[src/rtl/instruction_memory_pkg.sv]
// Processor-wide instruction store constants and the instruction word type.
// Shared by the fetch stage and the instruction memory.
package instruction_memory_pkg;

   localparam int INSTR_W     = 16;
   localparam int IMEM_ADDR_W = 5;
   localparam int IMEM_DEPTH  = 32;

   typedef logic [INSTR_W-1:0] instr_t;

endpackage : instruction_memory_pkg

[src/rtl/instruction_memory.sv]
// Synchronous instruction store: one write port, one registered read port.
// Reads are read-first when they collide with a write to the same word.
module instruction_memory
   import instruction_memory_pkg::*;
#(
   parameter int DATA_W = INSTR_W,
   parameter int ADDR_W = IMEM_ADDR_W,
   parameter int DEPTH  = IMEM_DEPTH
) (
   input  logic              clk,
   input  logic              rst,
   input  logic              read_enable,
   input  logic              write_enable,
   output logic [DATA_W-1:0] read_data,
   input  logic [DATA_W-1:0] write_data,
   input  logic [ADDR_W-1:0] read_addr,
   input  logic [ADDR_W-1:0] write_addr
);

   logic [DATA_W-1:0] mem_r [DEPTH];
   logic [DATA_W-1:0] read_data_r;

   // Storage array: cleared on reset so no X can ever be fetched.
   always_ff @(posedge clk or negedge rst) begin
      if (!rst) begin
         for (int i = 0; i < DEPTH; i++) begin
            mem_r[i] <= '0;
         end
      end else if (write_enable) begin
         mem_r[write_addr] <= write_data;
      end
   end

   // Registered read; the non-blocking update gives read-first on collision.
   always_ff @(posedge clk or negedge rst) begin
      if (!rst) begin
         read_data_r <= '0;
      end else if (read_enable) begin
         read_data_r <= mem_r[read_addr];
      end
   end

   assign read_data = read_data_r;

endmodule : instruction_memory

[config.mk]
export PLATFORM = sky130hd
export DESIGN_NAME = instruction_memory
export DESIGN_NICKNAME = d
export VERILOG_FILES = /design/src/rtl/instruction_memory_pkg.sv /design/src/rtl/instruction_memory.sv
export SDC_FILE = /design/constraint.sdc
export NUM_CORES = 1
export LEC_CHECK = 0
export ABC_AREA = 1
export CAP_MARGIN = 5
export CELL_PAD_IN_SITES_DETAIL_PLACEMENT = 1
export CELL_PAD_IN_SITES_GLOBAL_PLACEMENT = 1
export CORE_MARGIN = 2
export CORE_UTILIZATION = 35
export DETAILED_ROUTE_END_ITERATION = 16
export PLACE_DENSITY = 0.73
export SKIP_CTS_REPAIR_TIMING = 1
export SLEW_MARGIN = 10
export SYNTH_ARGS = -nofsm -noshare
export SYNTH_HDL_FRONTEND = slang
export SYNTH_SLANG_ARGS = --single-unit
[constraint.sdc]
create_clock -name clk -period 1.76 [get_ports clk]
set_clock_uncertainty 0.15 [all_clocks]
set_input_delay 0.352 -clock clk [delete_from_list [all_inputs] [get_ports clk]]
set_output_delay 0.352 -clock clk [all_outputs]
set_load 0.01 [all_outputs]
==> flow_summary_export.csv <==
group,metric,value,unit
critical_path,cp_max_fo,32,
sta,relSlewSlack,68.1,%
placed_design,gp_congestion,0.876,
critical_path,critPathArrivalTime,2.09,ns
route,viasPerCell,5.41,
outcome,status,"finished clean",
placed_design,dpl.hpwl,51.8,mm
sta,hold_viol,0,
sta,setup_slack,0.0507,ns
run,drv_cap,0,
synth,synthXorXnorAreaFrac,0,%
global_routing,grt_pass1_vias,22942,
sta,final.min_clock_period,1.71,ns
clock_tree,cts-root-buf,"clkbuf_16",
clock_tree,cts_htree_levels,2,
global_routing,top_usage_layer,"met2",
die,io_pins,46,
sta,final.period_utilization,97.1,%
die,rows,95,
route,ant_nets,0,
clock_tree,cts_buffers,60,
synth,ys_types,21,
global_routing,grt_pass1_wl,132,mm
global_routing,grt_max_degree,83,
clock_tree,cts_tree,"done",
sta,rsz0062_at_grt,"no",
route,wl_per_cell,21.1,um
die,dieWidth,265,um
global_routing,grt_overflow,0,
global_routing,met1_usage,31.2,%
critical_path,slowest_delay,0.51,ns
synth,synth_compound_area_share,10.9,%
cells_and_area,final_common_cell,"nand2_1",
synth,synthCells,2987,
critical_path,critPathKind,"in2reg",
route,drt-initial-drc-count,1494,
synth,ys_warn_count,0,
clock_tree,worstSkewPairLatency,0.63,ns
critical_path,cp-end-kind,"flip-flop",
route,route.detailed.drc,0,
global_routing,grt_use_met2,40.2,%
sta,timing.fmax,585,MHz
die,start_util,35.4,%
cells_and_area,drive_above_1_share,9.55,%
route,firstDrtPassIters,6,
cells_and_area,finalNetCount,3029,
pwr,p_leak,13.5,nW
synth,synth_top_family_by_area,"simple AND/OR/NAND/NOR gates",
critical_path,worstPathRequired,2.15,ns
cells_and_area,layout_common_cells,"nand2_1 (1131), dfrtp_1 (528), nand3_1 (432)",
synth,synthAdderAreaFrac,0,%
synth,ys_ff_latch,528,
die,core,67400,um^2
pwr,peakVddDrop,0.000871,V
placed_design,place_ws,-0.669,ns
sta,slew_viol_final,0,
global_routing,met3_usage,4.60,%
synth,synthSimpleGateAreaFrac,28.7,%
critical_path,cp-start-kind,"input port",
sta,tns,0,ns
clock_tree,cts_buffer_depth,3,
sta,whs,0.0228,ns
clock_tree,cts.sinks,528,
pwr,power_density,1180,nW/um^2
synth,synth_area_per_cell,8.00,um^2
die,die_area,70400,um^2
critical_path,cpMaxStageDelayCell,"clkdlybuf4s50_1",
route,wl,82.6,mm
sta,setup_viol,0,
synth,synth_nets,3017,
critical_path,crit_path_cell_trace,"clkdlybuf4s50_1, buf_4, nor3_2, buf_4, inv_2, nor2_4, buf_12, nor2_1, a21oi_1",
placed_design,io_buffers,45,
critical_path,cpMostUsedCell,"buf_4",
route,via_count,21201,
die,die_h,265,um
synth,syn_area,23900,um^2
synth,synthMuxAreaShare,0,%
cells_and_area,final_util,42.7,%
min_path,min_path_type,"in2async",
cells_and_area,area_growth,20.3,%
placed_design,dp_cells,3809,
global_routing,antenna_found_initial,5,
clock_tree,path_clk_slew,0.06,ns
synth,seq_area_frac_synth,55.3,%
global_routing,grt.total_usage,24.0,%
cells_and_area,diodes,0,
cells_and_area,final_cell_count_no_fill,3919,
sta,tightest_slew,0.479,ns
## cell families after synthesis
family	Yosys count
AOI/OAI and AO/OA	512
and+or+nand+nor	1660
buffers and inverters	287
DFF	528
## layer usage
metal  wire (um)  vias up
li1            -     9777
met5          28        -
met2       39400      444
met4        2520        4
met3        4210      137
met1       36500    10839
## per-stage QoR
stage	power [W]	instance area, um^2
floorplan	0.0190	23900
global placement	0.0210	26700
detailed placement	0.0215	26700
CTS	0.0341	28700
global route	0.0356	28700
finish	0.0338	28700
## area by class of cell
| type | count | area [um^2] |
|---|---|---|
| Tap cell | 873 | 1090 |
| Timing Repair Buffer | 205 | 2860 |
| Inverter | 32 | 130 |
| Clock buffer | 96 | 1820 |
| Fill cell | 7854 | 38600 |
| Clock inverter | 13 | 126 |
| Sequential cell | 528 | 13200 |
| Multi-Input combinational cell | 2172 | 9510 |
## synthesized netlist by cell type (all sizes together)
cell    count  area (um^2)
nand2    1131         4250
dfrtp     528        13200
buf        96          480
nor2       84          340
clkbuf    159          597
nor4        1         21.3
a21oi      80          453
o21ai     432         2160
inv        32          120
nor3       12         92.6
nand3     432         2160
## flip-flops by register name, indices dropped and copies added, names as in the netlist
name       count
mem_r        512
read_data     16
## where the power goes
group	internal [W]	leakage, nW	switching (W)
logic	0.00221	5.81	0.00340
registers	0.0145	6.76	0.00129
clock network	0.00731	0.962	0.00512
## worst paths after layout
check / from / to / slack, ns / depth (start not counted)
setup / recovery: write_addr[4] / mem_r[263] / 0.05 / 9
hold / removal: rst / mem_r[496] / 0.02 / 2
setup reg to reg: mem_r[203] / read_data[11] / 0.16 / 8
hold reg to reg: mem_r[433] / mem_r[433] / 0.33 / 2
max in group asynchronous: rst / read_data[11] / 0.69 / 3
min in group clk: mem_r[433] / mem_r[433] / 0.33 / 2
## worst max-delay path: cells and delay by family
| family | cells | cell delay [ns] |
|---|---|---|
| simple gates | 3 | 0.42 |
| buf+inv | 5 | 1.13 |
| compound gates | 1 | 0.17 |
(Power assumes the default switching activity.)
